--- src/rtl/enc_layer_mvm.sv ---
// Encoder-layer matrix-vector engine: y = W*x in signed fixed point, with optional ReLU.
// Weights come from an external synchronous ROM. The MAC stage runs one cycle behind the address.
module enc_layer_mvm #(
  parameter int N_IN   = 4,
  parameter int N_OUT  = 4,
  parameter int DATA_W = 16,
  parameter int FRAC   = 8,
  parameter int ACC_W  = 40,
  parameter int RELU   = 0,
  localparam int N     = N_IN * N_OUT,
  localparam int AW    = (N > 1) ? $clog2(N) : 1
) (
  input  logic                      clk,
  input  logic                      reset,
  input  logic                      start,
  input  logic [N_IN*DATA_W-1:0]    x_in,
  output logic [AW-1:0]             w_addr,
  output logic                      w_rd_en,
  input  logic [DATA_W-1:0]         w_data,
  output logic [N_OUT*DATA_W-1:0]   y_out,
  output logic                      busy,
  output logic                      done
);

  localparam int CW = (N_IN > 1) ? $clog2(N_IN) : 1;
  localparam int RW = (N_OUT > 1) ? $clog2(N_OUT) : 1;
  localparam logic [CW-1:0] COL_LAST = CW'(N_IN - 1);
  localparam logic [RW-1:0] ROW_LAST = RW'(N_OUT - 1);
  localparam logic signed [ACC_W-1:0] MAX_V = {{(ACC_W-DATA_W+1){1'b0}}, {(DATA_W-1){1'b1}}};
  localparam logic signed [ACC_W-1:0] MIN_V = {{(ACC_W-DATA_W+1){1'b1}}, {(DATA_W-1){1'b0}}};

  localparam logic [1:0] IDLE  = 2'd0;
  localparam logic [1:0] RUN   = 2'd1;
  localparam logic [1:0] DRAIN = 2'd2;

  logic [1:0]                state;
  logic [RW-1:0]             row, row_d;
  logic [CW-1:0]             col, col_d;
  logic                      valid_d;
  logic [N_IN*DATA_W-1:0]    x_reg;
  logic signed [ACC_W-1:0]   acc;

  logic signed [DATA_W-1:0]   x_sel;
  logic signed [2*DATA_W-1:0] prod;
  logic signed [ACC_W-1:0]    sum;
  logic signed [ACC_W-1:0]    shifted;
  logic [DATA_W-1:0]          res;

  assign w_rd_en = (state == RUN);
  assign w_addr  = AW'(row * N_IN + col);

  assign x_sel   = x_reg[col_d*DATA_W +: DATA_W];
  assign prod    = $signed(w_data) * x_sel;
  assign sum     = acc + {{(ACC_W-2*DATA_W){prod[2*DATA_W-1]}}, prod};
  assign shifted = sum >>> FRAC;

  // Saturate the closed row to DATA_W, then optionally clamp negatives
  always_comb begin
    res = shifted[DATA_W-1:0];
    if (shifted > MAX_V) begin
      res = {1'b0, {(DATA_W-1){1'b1}}};
    end else if (shifted < MIN_V) begin
      res = {1'b1, {(DATA_W-1){1'b0}}};
    end else begin
      res = shifted[DATA_W-1:0];
    end
    if ((RELU != 0) && res[DATA_W-1]) begin
      res = '0;
    end else begin
      res = res;
    end
  end

  // Control FSM, address counters, delayed MAC stage and result write-back
  always_ff @(posedge clk) begin
    if (reset) begin
      state   <= IDLE;
      row     <= '0;
      col     <= '0;
      row_d   <= '0;
      col_d   <= '0;
      valid_d <= 1'b0;
      x_reg   <= '0;
      acc     <= '0;
      y_out   <= '0;
      busy    <= 1'b0;
      done    <= 1'b0;
    end else begin
      done    <= 1'b0;
      valid_d <= (state == RUN);
      row_d   <= row;
      col_d   <= col;
      case (state)
        IDLE: begin
          if (start) begin
            x_reg <= x_in;
            row   <= '0;
            col   <= '0;
            busy  <= 1'b1;
            state <= RUN;
          end
        end
        RUN: begin
          if (col == COL_LAST) begin
            col <= '0;
            if (row == ROW_LAST) begin
              row   <= '0;
              state <= DRAIN;
            end else begin
              row <= row + RW'(1);
            end
          end else begin
            col <= col + CW'(1);
          end
        end
        DRAIN: begin
          state <= IDLE;
          busy  <= 1'b0;
          done  <= 1'b1;
        end
        default: begin
          state <= IDLE;
          busy  <= 1'b0;
        end
      endcase
      // Row close writes the result and restarts the accumulator without a bubble
      if (valid_d) begin
        if (col_d == COL_LAST) begin
          y_out[row_d*DATA_W +: DATA_W] <= res;
          acc <= '0;
        end else begin
          acc <= sum;
        end
      end
    end
  end

endmodule
--- config.mk ---
export PLATFORM = sky130hd
export DESIGN_NAME = enc_layer_mvm
export DESIGN_NICKNAME = d
export VERILOG_FILES = /design/src/rtl/enc_layer_mvm.sv
export SDC_FILE = /design/constraint.sdc
export NUM_CORES = 1
export LEC_CHECK = 0
export CORE_UTILIZATION = 61
export DETAILED_ROUTE_END_ITERATION = 6
export GPL_TIMING_DRIVEN = 0
export PLACE_DENSITY = 0.86
export SYNTH_ARGS = -nofsm -noshare
export SYNTH_HDL_FRONTEND = slang
export SYNTH_SLANG_ARGS = --single-unit
--- constraint.sdc ---
create_clock -name clk -period 12.7 [get_ports clk]
set_input_delay 2.54 -clock clk [delete_from_list [all_inputs] [get_ports clk]]
set_output_delay 2.54 -clock clk [all_outputs]
set_load 0.05 [all_outputs]
Yosys cells after proc, flatten, opt, wreduce, memory -nomap -nowiden:

Cells that the tools add are included.

* output and inout port bits: 71
* bits in read-only memories: 0
* bits in writable memories: 0
* register bits after elaboration: 181
* logic and storage cells: 56
* input bits: 83
* memories kept: 0
* bits in latches: 0

* equality and inequality tests: 8
* shift-type cells: 3
* bitwise operators: 1
* divide/modulo/power cells: 0
* muxes and demuxes: 17
* multiply operators: 1
* add/subtract/negate cells: 5
* reductions and logical operators: 8
* $lt $le $gt $ge: 2

Operators by type and width (number)
* $bwmux W64: 1
* $shift A16 B34 Y64 const A: 1
* $shiftx A16 B34 Y64: 1
* $shiftx A64 B7 Y16: 1
* $add A40 B40 Y40: 1
* $mux W40: 1
* $neg A6 Y34: 1
* $gt A32 B16 Y1 const B: 1
* $lt A32 B16 Y1 const B: 1
* $mul A16 B16 Y32: 1
* $mux W16: 2
* $mux W2: 7
* $pmux W2 S2: 3
* $eq A2 B2 Y1 const B: 4
* $reduce_and A2 Y1: 4
* $reduce_and A3 Y1: 2
* $add A2 B1 Y2 const B: 2
* $add A4 B2 Y4: 1
* $ne A2 B1 Y1 const B: 2
* $eq A2 B1 Y1 const B: 1
* $logic_not A2 Y1: 1
* $mux W1: 2
* $ne A2 B2 Y1 const B: 1
* $pmux W1 S2: 1
* other kinds (2): 2

Depth between registers and ports, before layout:

Gate-level depths: netlist (run 1).

* word-level depth: 8
* depth in mapped cells: 41
* depth with buffers taken out: 38

Worst setup path before layout (run 1):

Ideal clock, no wire load.

* kind: input port to flip-flop
* start: input port w_data[15]
* end: register y_out[36]
* setup time: 0.069 ns
* buffers on the path: 2
* stages on the path: 34
* data required time: 12.631 ns
* slack: 1.904 ns
* arrival time: 10.727 ns
* cell sequence: clkbuf_1 -> and2_1 -> fa_1 -> inv_1 -> fa_1 -> inv_1 -> fa_1 -> fa_1 -> fa_1 -> inv_1 -> fa_1 -> inv_1 -> ha_1 -> a21oi_1 -> nor2_1 -> a211oi_1 -> nor2b_1 -> o21ai_0 -> o21a_1 -> a311oi_2 -> xnor2_1 -> ha_1 -> clkbuf_1 -> o21ai_0 -> nor2_1 -> o221ai_1 -> o311ai_1 -> a311oi_1 -> nor2_1 -> xor2_1 -> and3b_1 -> nor4b_4 -> a21oi_1 -> o21ai_1

* word-level cells in the longest chain between the ends: 7
* elaborated cells between the ends (all ways): 8
* those cells by class: 1 x add/sub; 1 x mul; 2 x order compare; 1 x shift; 3 x mux

RTL lines
* from (decl): line 19 `input logic [DATA_W-1:0] w_data,`
* $mul A16 B16 Y32 *: line 53 `assign prod = $signed(w_data) * x_sel;`
* $add A40 B40 Y40 *: line 54 `assign sum = acc + {{(ACC_W-2*DATA_W){prod[2*DATA_W-1]}}, prod};`
* $lt A32 B16 Y1: line 62 `end else if (shifted < MIN_V) begin`
* $mux W16: line 62
* $mux W16 *: line 60 `if (shifted > MAX_V) begin`
* $shiftx A16 B34 Y64 *: line 129 `y_out[row_d*DATA_W +: DATA_W] <= res;`
* $bwmux W64 *: line 129
* to (signal, indexed assignment): line 129
* to (decl): line 20 `output logic [N_OUT*DATA_W-1:0] y_out,`

Mark *: on every way between the ends. The rest lies on a longest branch, timed or not.
A chain may end at the register's enable or synchronous reset.

Worst setup path in the final report (run 1):

* start: input port w_data[7]
* end: register y_out[14]

The elaborated chain is that of the path after synthesis.

==> flow_summary_export.csv, run 1 <==
group,metric,value,unit
routing,dr.pass1.iters,7,
power,p_leak,0.00989,uW
synthesis,ys_warn_count,0,
timing,hold_ws,0.448,ns
synthesis,synth_edf_count,0,
synthesis,synthSimpleGateAreaFrac,18.2,%
routing,vias_per_cell,5.97,
status,violations,"DRC",
power,switching_share,55.5,%
clock_tree,cts_tree,"yes",
timing,fin_skew,0.0156,ns
timing,drv_slew,0,
global_routing,grt.total_usage,34.0,%
clock_tree,clkLatencyLatePin,0.46,ns
critical_path,path_max_fanout,10,
timing,tightest_slew,1.13,ns
place,placed_area,21500,um^2
routing,detail_route.wl_per_cell,19.0,um
worst_hold_path,hp-class,"flop to flop",
floorplanning,core_area,31500,um^2
final_layout,final_util,70.3,%
place,gp_congestion,0.965,
synthesis,async_reset_ff_share,0,%
routing,drc,14,
power,ir_drop,0.000210,V
power,p_int,2290,uW
global_routing,antenna_found_initial,1,
critical_path,start_kind,"input pin",
clock_tree,clkTransAtPathRegs,0.07,ns
timing,finalHoldViolCount,0,
final_layout,postLayoutCellArea,22100,um^2
clock_tree,clkSinkCount,181,
global_routing,grt_pass1_wl,87600,um
critical_path,criticalPathCategory,"input pin to flop",
synthesis,synth_area,19500,um^2
timing,setup_viol,0,
synthesis,synthMuxAreaShare,1.90,%
timing,post-route-min-period,12.30,ns
critical_path,end_kind,"flop",
status,status,"finished, violations left",
routing,num_vias,17200,
timing,setup_ws,0.401,ns
global_routing,grt_pass1_vias,17300,
global_routing,overflow,0,
floorplanning,die_h,181,um
final_layout,final_layout_size_suffix_gt1_share,5.05,%
critical_path,critPathRequiredTime,13.03,ns
critical_path,cp_data_arrival_time,12.63,ns
clock_tree,cts-root-buf,"clkbuf_16",
power,clkPwrFrac,10.1,%
power,p_comb_share,77.2,%
critical_path,cp_common_cell,"fa_1",
timing,slew_headroom,24.5,%
clock_tree,numCtsBuffers,17,
synthesis,synth_fa_ha_area_share,35.4,%
final_layout,fin_nets,2936,
synthesis,syn-num-nets,2758,
final_layout,syn_to_final_growth,13.7,%
synthesis,seq_area_frac_synth,18.6,%
synthesis,avgSynthCellArea,8.52,um^2
power,p_seq_share,12.7,%
place,preCtsSetupSlack,-0.420,ns
floorplanning,die_x,181,um
floorplanning,fp-row-count,65,
synthesis,synth-xor-area-share,3.31,%
global_routing,grt_max_degree,17,
critical_path,cp_slowest_stage_delay,0.71,ns
clock_tree,htree_levels,4,
timing,fmax,0.0813,GHz
timing,period_share,96.8,%
synthesis,synth_top_family_by_area,"adder cells",
place,place_hpwl,43600,um
final_layout,stdcell_count,2876,
routing,drt_iter0_markers,1562,
synthesis,synth_compound_area_share,14.0,%
place,io_buffers,153,
routing,drtAntennaViolNets,0,
routing,drt-total-wl,54500,um
floorplanning,start_util,61.8,%
synthesis,syn_inst,2283,
power,netSwitchingPower,2860,uW
critical_path,critPathBufInv,6,
floorplanning,io_pins,154,
critical_path,cp_top_family,"adder cells",
clock_tree,cts_max_path_buffers,2,
synthesis,yosys_most_used_dff,"dfxtp_1",
floorplanning,die-area,32600,um^2
place,placed_cells,2838,
synthesis,ys_types,88,
synthesis,synth-seq-cells,181,
critical_path,critical_path.slowest_cell,"clkdlybuf4s50_1",
run,maxCapViolCount,0,
clock_tree,hold_buffers,0,
power,p_per_area,233,nW/um^2
## metal layers
layer / part of all wire [%] / global-route usage [%]
met3: 8.7 / 5.21
met5: 0 / 0
met1: 39 / 43.9
met2: 48 / 57.5
met4: 3.9 / 12.9
## cell type report
class | count | area, um^2
multi-input combinational | 1664 | 14200
fill | 2391 | 9350
sequential | 181 | 3620
timing repair buffer | 159 | 1580
inverter | 347 | 1310
tap | 402 | 503
clock buffer | 19 | 433
buffer | 91 | 374
clock inverter | 12 | 121
antenna | 1 | 2.50
## through the flow
step	total power [uW]	setup TNS, ns
floorplan	3580	0
global placement	4380	-8.70
detailed placement	4470	-18.20
CTS	5020	0
global route	5520	-0.140
finish	5150	0
## cell usage after synthesis, drive strengths merged, types with 3 or more instances
| cell type | count | area, um^2 |
|---|---|---|
| nand2 | 366 | 1380 |
| inv | 346 | 1300 |
| fa | 263 | 5270 |
| a21oi | 190 | 966 |
| dfxtp | 181 | 3620 |
| ha | 129 | 1610 |
| nor2 | 127 | 507 |
| and2 | 125 | 782 |
| o21ai | 105 | 533 |
| clkbuf | 69 | 259 |
| xnor2 | 53 | 479 |
| a22oi | 37 | 278 |
| nand3 | 24 | 135 |
| buf | 22 | 111 |
| nor3 | 21 | 105 |
| a31oi | 20 | 125 |
| xor2 | 16 | 140 |
| mux4 | 15 | 338 |
| a21o | 14 | 105 |
| o21a | 13 | 105 |
| nor2b | 11 | 68.8 |
| or2 | 11 | 68.8 |
| a211oi | 9 | 72.6 |
| and3 | 9 | 56.3 |
| nand4 | 8 | 71.3 |
| o211ai | 8 | 65.1 |
| nor4 | 7 | 81.3 |
| a311oi | 6 | 82.6 |
| nand2b | 6 | 37.5 |
| o31ai | 6 | 50.1 |
| nor4b | 5 | 104 |
| o21bai | 5 | 37.5 |
| and3b | 4 | 35.0 |
| nor3b | 4 | 30.0 |
| o31a | 4 | 36.3 |
| a21boi | 3 | 22.5 |
| a32oi | 3 | 26.3 |
| or3 | 3 | 18.8 |
## logic make-up (layout without fill, tap and decap cells)
kind of cell    count (synthesis)  count (layout)
compound gates                445             445
xor+xnor                       70              70
fa+ha+maj                     392             392
buf+inv                       438             628
flops                         181             181
mux                            18              18
other cells                     0               1
simple gates                  739             739
## tightest hold or removal path: stages, from the launching register on
cell and delay, ns:
dfxtp_1 0.31, nand2_1 0.05, o21ai_1 0.05
## timing repair
action / in CTS / in global routing
gates cloned: 0 / 0
pin swaps: 0 / 2
buffers inserted: 0 / 6
setup endpoints to repair: 12 / 60
resized for setup: 1 / 11
hold endpoints to repair: 0 / 0
## final timing paths
path	startpoint	endpoint	slack, ns	depth (start not counted)
max	w_data[7]	y_out[14]	0.40	37
max reg2reg	col_d[0]	y_out[14]	0.91	39
min reg2reg	y_out[22]	y_out[22]	0.45	2
min	y_out[22]	y_out[22]	0.45	2
## power by group through the flow
stage          registers, uW  logic, uW  clock network, uW
6_report                 651       3970                522
5_1_grt                  656       4330                543
2_1_floorplan            655       2920                  0
3_3_place_gp             660       3720                  0
4_1_cts                  650       3860                518
3_5_place_dp             662       3810                  0
## placed cells by master (no fill, tap or decap), types with 17 or more instances in the layout
master           count
clkbuf_16           17
nor2_1             122
nor3_1              21
a31oi_1             20
dfxtp_1            181
a22oi_1             37
nand3_1             21
fa_1               263
o21ai_1             68
clkbuf_1            68
ha_1               129
o21ai_0             35
nand2_1            365
xnor2_1             50
a21oi_1            185
and2_1             125
clkdlybuf4s50_1    153
inv_1              345
No activity file was read; power rests on OpenSTA's default activity.
==> run 2, diff against run 1 <==
Settings changed: CAP_MARGIN set to 25.
==> flow_summary_export.csv, run 2 (same netlist as run 1, synthesis figures left out) <==
group,metric,value,unit
timing,drv_slew,0,
global_routing,grt_pass1_wl,87600,um
timing,finalHoldViolCount,0,
critical_path,rr_endpoint,"y_out[30]",
routing,drt-total-wl,54400,um
place,io_buffers,153,
critical_path,path_max_fanout,10,
final_layout,mostFrequentLayoutCells,"nand2_1 (365), inv_1 (345), fa_1 (263)",
final_layout,final_util,70.3,%
clock_tree,cts_max_path_buffers,2,
routing,vias_per_cell,5.93,
global_routing,antenna_found_initial,1,
power,clkPwrFrac,10.2,%
clock_tree,cts-root-buf,"clkbuf_16",
place,place_hpwl,43600,um
power,p_int,2290,uW
floorplanning,die_x,181,um
floorplanning,die-area,32600,um^2
routing,drc,0,
critical_path,cp_slowest_stage_delay,0.72,ns
power,p_per_area,232,nW/um^2
final_layout,stdcell_count,2877,
timing,tightest_slew,0.830,ns
timing,setup_viol,0,
routing,detail_route.wl_per_cell,18.9,um
final_layout,n_fill_cell,2389,
clock_tree,clkSinkCount,181,
routing,dr.pass1.iters,7,
place,gp_congestion,0.965,
final_layout,fin_nets,2937,
timing,period_share,97.3,%
timing,fin_skew,0.0172,ns
critical_path,cp_common_cell,"fa_1",
power,switching_share,55.5,%
routing,num_vias,17100,
status,status,"finished clean",
worst_hold_path,hp-class,"flop to flop",
place,placed_cells,2838,
global_routing,grt_max_degree,17,
critical_path,r2r_slack,0.85,ns
critical_path,critPathRequiredTime,13.02,ns
global_routing,grt.total_usage,34.0,%
critical_path,cp_data_arrival_time,12.68,ns
final_layout,mostFrequentLayoutCell,"nand2_1",
clock_tree,hold_buffers,0,
global_routing,grt_pass1_vias,17300,
floorplanning,core_area,31500,um^2
critical_path,cp-startpoint,"w_data[1]",
floorplanning,io_pins,154,
final_layout,final_layout_size_suffix_gt1_share,5.09,%
power,p_seq_share,12.7,%
timing,slew_headroom,44.6,%
final_layout,syn_to_final_growth,13.8,%
timing,post-route-min-period,12.36,ns
critical_path,start_kind,"input pin",
clock_tree,cts_tree,"yes",
run,maxCapViolCount,0,
floorplanning,die_h,181,um
routing,drtAntennaViolNets,0,
clock_tree,numCtsBuffers,17,
clock_tree,htree_levels,4,
final_layout,multi_input_area,14200,um^2
power,netSwitchingPower,2860,uW
timing,fmax,0.0809,GHz
critical_path,critical_path.slowest_cell,"clkdlybuf4s50_1",
timing,setup_tns,0,ns
routing,drt_iter0_markers,1616,
critical_path,endpoint,"y_out[30]",
power,ir_drop,0.000208,V
clock_tree,clkTransAtPathRegs,0.07,ns
critical_path,worstReg2RegStart,"col_d[0]",
critical_path,criticalPathCategory,"input pin to flop",
global_routing,overflow,0,
floorplanning,start_util,61.8,%
final_layout,regArea,3620,um^2
power,p_leak,0.00989,uW
critical_path,end_kind,"flop",
clock_tree,clkLatencyLatePin,0.46,ns
power,p_comb_share,77.2,%
critical_path,reg2regPathDepth,38,
floorplanning,fp-row-count,65,
## run 2: cell types whose count changed in the layout (fill, tap and decap cells not counted)
cell and delta:
buf_4 +1
## run 2: area by class of cell
class / instances / area share, %
clock inverters: 12 / 0.548
multi-input cells: 1664 / 64.1
well taps: 402 / 2.27
inverters: 347 / 5.90
clock buffers: 19 / 1.96
diodes: 1 / 0.0113
flip-flops and latches: 181 / 16.4
plain buffers: 91 / 1.69
repair buffers: 160 / 7.16
## run 2: power by group through the flow
stage	clock network, uW	registers [uW]	logic (uW)
2_1_floorplan	0	655	2920
3_3_place_gp	0	660	3720
3_5_place_dp	0	662	3810
4_1_cts	518	650	3860
5_1_grt	543	656	4330
6_report	523	651	3970
## run 2: metrics by stage
step	hold slack [ns]	setup slack (ns)	area, um^2	power (uW)
final	0.448	0.340	22100	5140
after global routing	0.468	-0.0346	22100	5520
after CTS	0.449	0.152	22000	5020
after detailed placement	0.440	-0.420	21500	4470
after global placement	0.438	-0.260	21500	4380
after floorplan	0.433	1.90	19500	3580
## run 2: worst min path at each step
stage                            to  startpoint  cells after the start
after CTS                 y_out[22]   y_out[22]                      2
after detailed placement  y_out[22]   y_out[22]                      2
after global placement     y_out[7]    y_out[7]                      2
after floorplan           x_reg[31]   x_reg[31]                      2
after global routing      y_out[26]   y_out[26]                      2
final                     y_out[22]   y_out[22]                      2
## run 2: per-layer routing
layer	wire [um]	share of wire [%]	up-vias	global-route usage, %
met5	0	0	-	0
met4	2120	3.9	0	12.9
met3	4710	8.7	169	5.21
met2	26400	49	892	57.5
met1	21200	39	8294	43.9
li1	-	-	7708	-
## run 2: what timing repair did
action	in CTS	in global routing
endpoints found under the setup margin	12	60
gates resized for setup	1	11
pin swaps	0	2
setup buffers	0	6
## run 2: critical path: cells and delay by family
kind                     cells  cell delay [ns]
buffers and inverters        5             1.68
AO/OA/AOI/OAI               11             2.06
adder cells (fa/ha/maj)      8             3.99
AND/OR/NAND/NOR             10             2.27
XOR/XNOR                     1             0.11
==> run 3, diff against run 2 <==
Settings changed: CTS_CLUSTER_DIAMETER set to 80.
==> results of run 3 <==
No change in the layout: final DEF, timing and power equal those of run 2.
==> patch 1 (config.mk and constraints of run 3) <==
Add an input register stage for `start`, `x_in` and `w_data`; this delays them by one clock.
--- a/src/rtl/enc_layer_mvm.sv
+++ b/src/rtl/enc_layer_mvm.sv
@@ -33,6 +33,16 @@
   localparam logic [1:0] RUN   = 2'd1;
   localparam logic [1:0] DRAIN = 2'd2;
 
+  logic start_q;
+  logic [N_IN*DATA_W-1:0] x_q;
+  logic [DATA_W-1:0] w_data_q;
+
+  always_ff @(posedge clk) begin
+    start_q  <= start;
+    x_q      <= x_in;
+    w_data_q <= w_data;
+  end
+
   logic [1:0]                state;
   logic [RW-1:0]             row, row_d;
   logic [CW-1:0]             col, col_d;
@@ -50,7 +60,7 @@
   assign w_addr  = AW'(row * N_IN + col);
 
   assign x_sel   = x_reg[col_d*DATA_W +: DATA_W];
-  assign prod    = $signed(w_data) * x_sel;
+  assign prod    = $signed(w_data_q) * x_sel;
   assign sum     = acc + {{(ACC_W-2*DATA_W){prod[2*DATA_W-1]}}, prod};
   assign shifted = sum >>> FRAC;
 
@@ -92,8 +102,8 @@
       col_d   <= col;
       case (state)
         IDLE: begin
-          if (start) begin
-            x_reg <= x_in;
+          if (start_q) begin
+            x_reg <= x_q;
             row   <= '0;
             col   <= '0;
             busy  <= 1'b1;
Behaviour: not the same (a bounded check fails within 4 cycles, from zero or initial values and one cycle with reset high).
==> patch 1 against run 3 <==
  * Area after synthesis up 7.8%
  * Design area up 8.6%
  * Worst setup slack better by 0.47 ns
  * Combinational power up 5%
  * Total power up 15%
  * Routed wire length up 3.0%
  * Global-route usage down 1.3 points
  * Sequential cell count up 81
  * Highest routed layer unchanged
==> patch 1: results (changes against run 3) <==
CTS
  • CTS Buffer Depth: 3 (+1)
  • Resize count post-CTS: 2 (+1)
  • H-tree depth: 1 (-3)
  • CTS Buf Count: 28 (+11)
  • Clk_lat worst skew: 0.59 ns (+0.13 ns)

Synthesis
  • Mapped Nets: 2817 (+2.1%)
  • Synth Register Bits: 262 (+45%)
  • Synth top area cells: fa_1 25%, dfxtp_1 25%, ha_1 7.7%
  • Post-Syn Instances: 2342 (+2.6%)
  • Synth top cells by count: 373 x nand2_1, 353 x inv_1, 263 x fa_1, 262 x dfxtp_1, 165 x a21oi_1
  • Synthesized area per cell: 8.96 sq um (+5.1%)
  • Post-synthesis sequential area ratio: 25.0% (+6.4 points)

Global route
  • First-pass GRT wire length: 91.2 mm (+4.1%)
  • Vias in the first global route: 17800 (+2.7%)
  • Global routing usage on met1: 42.4% (-1.5 points)
  • Grt met2 use: 55.6% (-1.9 points)
  • Met3 usage in global routing: 5.05% (-0.17 points)

Routing
  • DR pass1 iterations: 5 (-2)
  • Drt via density: 5.80 (-2.2%)
  • Post-Route WL: 56.1 mm (+3.0%)
  • Met3 wire length: 3.92 mm (-17%)

Layout
  • Fin util: 71.3% (+0.99 points)
  • Multi-input gates: 1629 (-2.1%)
  • Filler-free cell count of the finished design: 2994 (+4.1%)
  • Sequential cell area: 5250 sq um (+45%)
  • Signal buf overhead: 7.98% (-0.87 points)
  • Share of cells above drive strength 1: 4.24% (-0.85 points)
  • Invs w/o clock: 355 (+2.3%)
  • Multi-input gate area: 14000 sq um (-1.1%)
  • Clk cell area share: 3.95% (+1.4 points)

STA
  • Period minus WS final: 11.89 ns (-0.474 ns)
  • Hold_ws: 0.439 ns (-0.00967 ns)

Status
  • Status: finished clean

Placement
  • Placement Setup Slack: 0.113 ns (+0.533 ns)
  • GPL Wtd Cong: 0.954 (-1.2%)

Setup path
  • CP arrival: 12.32 ns (-0.36 ns)
  • Reg2reg setup slack: 0.81 ns (-0.04 ns)
[patch 1: cells by family (layout without fill, tap and decap cells)]
kind of cell / Yosys count / count (layout) / share of synthesized area (%)
adder cells (fa/ha/maj): 392 / 392 / 32.8
AO/OA/AOI/OAI: 414 / 414 / 13.1
other: 0 / 1 / 0
AND/OR/NAND/NOR: 743 / 743 / 16.4
buffers and inverters: 451 / 654 / 8.19
multiplexers: 18 / 18 / 1.76
XOR/XNOR: 62 / 62 / 2.70
flip-flops: 262 / 262 / 25.0
[patch 1: worst paths after layout]
kind	cells past startpoint	end	startpoint
worst min-delay path	2	x_reg[11]	x_q[11]
worst max register to register	36	y_out[8]	col_d[0]
worst min register to register	2	x_reg[11]	x_q[11]
worst max-delay path	36	y_out[8]	col_d[0]
[patch 1: power breakdown]
group / internal [W] / switching, W / leakage, nW
clock network: 0.000480 / 0.000351 / 0.453
registers: 0.000891 / 0.0000452 / 2.16
logic: 0.00143 / 0.00272 / 8.27
==> patch 2 (flow settings as in run 3) <==
Made on the original files. `ACC_W`: 40 -> 44.
--- a/src/rtl/enc_layer_mvm.sv
+++ b/src/rtl/enc_layer_mvm.sv
@@ -5,7 +5,7 @@
   parameter int N_OUT  = 4,
   parameter int DATA_W = 16,
   parameter int FRAC   = 8,
-  parameter int ACC_W  = 40,
+  parameter int ACC_W  = 44,
   parameter int RELU   = 0,
   localparam int N     = N_IN * N_OUT,
   localparam int AW    = (N > 1) ? $clog2(N) : 1
Behaviour: no difference found for any inputs over 4 cycles, from zero or initial values and one cycle with reset high; that may be too few to reach the edited logic, so the function may still have changed.
==> patch 2 against run 3 <==
  * Global-route usage is 2.0 points higher
  * Worst setup slack worse by 0.020 ns
  * Sequential cell count is 4 higher
  * Sequential share of layout area shrank 0.41 points
  * Critical path depth stayed put
  * Combinational power grew 27%
  * Die area rose by 3.5%
  * Count of clock-buffer cells in the layout down 1
  * Synthesized cell count is 2.2% higher
  * Routed wire length grew 8.3%
  * Total power up 23%
  * Area after synthesis up 3.6%
  * Design area grew 4.9%
  * Highest routed layer is now met5
==> patch 2: results (changes against run 3) <==
Status
  • Status: finished clean

Layout
  • Number of diodes: 0 (-1)
  • Share of cells above drive strength 1: 7.08% (+2.0 points)
  • Layout filler cell count: 2419 (+1.3%)
  • Nets@finish: 2999 (+2.1%)

STA
  • Slew Limit Fails: 0 (unchanged)
  • Skew final: 0.0129 ns (-0.00427 ns)
  • Final hold viol count: 0 (unchanged)
  • Worst-margin pin slew: 0.960 ns (+0.129 ns)
  • Period utilization: 97.5% (+0.16 points)

Routing
  • DRT iter0 DRCs: 1641 (+1.5%)
  • DR pass1 iterations: 6 (-1)
  • Wirelength per Cell: 19.8 microns (+4.8%)
  • Drt via density: 6.12 (+3.2%)

Setup path
  • CP arrival: 12.67 ns (about the same)
  • Critical path fanouts, max: 14 (+4)
  • Crit path largest cell delay: 0.67 ns (-0.05 ns)
  • Reg2reg path depth: 38 (unchanged)
  • CP max-delay cell: fa_2
  • Reg2reg setup slack: 0.61 ns (-0.24 ns)
  • Reg2reg start: col_d[0]
  • CP Capture Point: y_out[54]
  • Crit Reg-Reg Endpoint: y_out[54]
  • CP startpoint: w_data[15]

Global route
  • Tot GR Track Use: 35.9% (+2.0 points)
  • Pin count of the biggest net entering global routing: 19 (+2)
  • Vias in the first global route: 18500 (+6.8%)
  • First-pass GRT wire length: 94.3 mm (+7.7%)
  • Initial antenna violation count: 2 (+1)

Placement
  • DP HPWL: 46.3 mm (+6.0%)
  • Port Buffers: 152 (-0.65%)
  • Placement Setup Slack: -1.67 ns (-1.25 ns)
  • GPL Wtd Cong: 1.00 (+3.6%)

Synthesis
  • Yosys cell types: 70 (-20%)
  • Ys async rst share: 0% (unchanged)
  • Mapped Nets: 2815 (+2.1%)
  • Ys flop type: dfxtp_1
  • Synth top area cells: fa_1 26%, dfxtp_1 18%, ha_1 8.4%
  • Synth warn: 0 (unchanged)
  • Synth top cells by count: 359 x nand2_1, 343 x inv_1, 263 x fa_1, 207 x a21oi_1, 185 x dfxtp_1
  • Post-synthesis sequential area ratio: 18.4% (-0.24 points)

Pwr
  • Peak supply drop: 301 uV (+45%)
  • Static Leak: 10.5 nW (+5.7%)

CTS
  • CTS Buffer Depth: 2 (unchanged)
  • Reg clk slew, reported paths: 0.08 ns
  • H-tree depth: 4 (unchanged)
  • CTS Root Cell: clkbuf_16
  • CTS Buf Count: 17 (unchanged)
  • Clk_lat worst skew: 0.45 ns

Min path
  • Worst hold path type: flop to flop

Job
  • Max_cap viols: 0 (unchanged)
patch 2: worst min-delay path by stage:
stage | startpoint | endpoint | slack (ns) | cells past startpoint
6_report | x_reg[33] | x_reg[33] | 0.46 | 2
3_5_place_dp | x_reg[33] | x_reg[33] | 0.45 | 2
3_3_place_gp | x_reg[20] | x_reg[20] | 0.44 | 2
4_1_cts | x_reg[33] | x_reg[33] | 0.46 | 2
2_1_floorplan | x_reg[31] | x_reg[31] | 0.43 | 2
5_1_grt | x_reg[35] | x_reg[35] | 0.48 | 2
patch 2: stage by stage:
step                      area (sq um)  hold slack [ns]  instances  util, %
after global placement           22200            0.439       2927     68.3
after detailed placement         22200            0.448       2927     68.3
after floorplan                  20100            0.433       2333        -
after global routing             23200            0.477       2972     71.3
final                            23200            0.456       2972     71.3
after CTS                        23000            0.457       2963     70.7
patch 2: layer usage:
| layer | wire, microns | part of all wire, % | global-route usage, % | vias up |
|---|---|---|---|---|
| met5 | 16 | 0.027 | 0 | - |
| met4 | 2800 | 4.7 | 17.5 | 2 |
| met3 | 5230 | 8.9 | 7.03 | 259 |
| met2 | 28300 | 48 | 58.8 | 980 |
| met1 | 22500 | 38 | 45.6 | 8924 |
| li1 | - | - | - | 8032 |
patch 2: report_power, final:
group	switching [W]	total, W	internal, W
logic	0.00335	0.00506	0.00172
registers	0.0000359	0.000673	0.000637
clock network	0.000264	0.000589	0.000325
patch 2: final cells by class:
class                           instances  area, sq um  share of cell area (%)
Timing Repair Buffer                  167         1630                    7.04
Clock buffer                           18          439                    1.89
Tap cell                              442          553                    2.38
Multi-Input combinational cell       1690        14900                    64.1
Sequential cell                       185         3700                    16.0
Buffer                                112          504                    2.17
Inverter                              344         1300                    5.60
Clock inverter                         14          203                   0.874
patch 2: kinds of logic (layout without fill, tap and decap cells):
family	after synthesis	count (layout)	share of synthesized area, %
buffers and inverters	458	655	8.76
adder cells (fa/ha/maj)	399	399	34.6
XOR/XNOR	69	69	3.00
multiplexers	21	21	1.99
AND/OR/NAND/NOR	715	715	16.4
AO/OA/AOI/OAI	486	486	16.9
flip-flops	185	185	18.4
patch 2: timing repair:
action / CTS / global route
resized for setup: 36 / 67
pin swaps: 1 / 6
setup buffers: 4 / 11
setup endpoints to repair: 60 / 60
hold endpoints to repair: 0 / 0
patch 2: critical path: cells and delay by family:
family	cells	cell delay [ns]
adders and majority gates	8	3.99
and+or+nand+nor	5	1.78
AOI/OAI and AO/OA	11	2.37
buffers and inverters	11	1.97
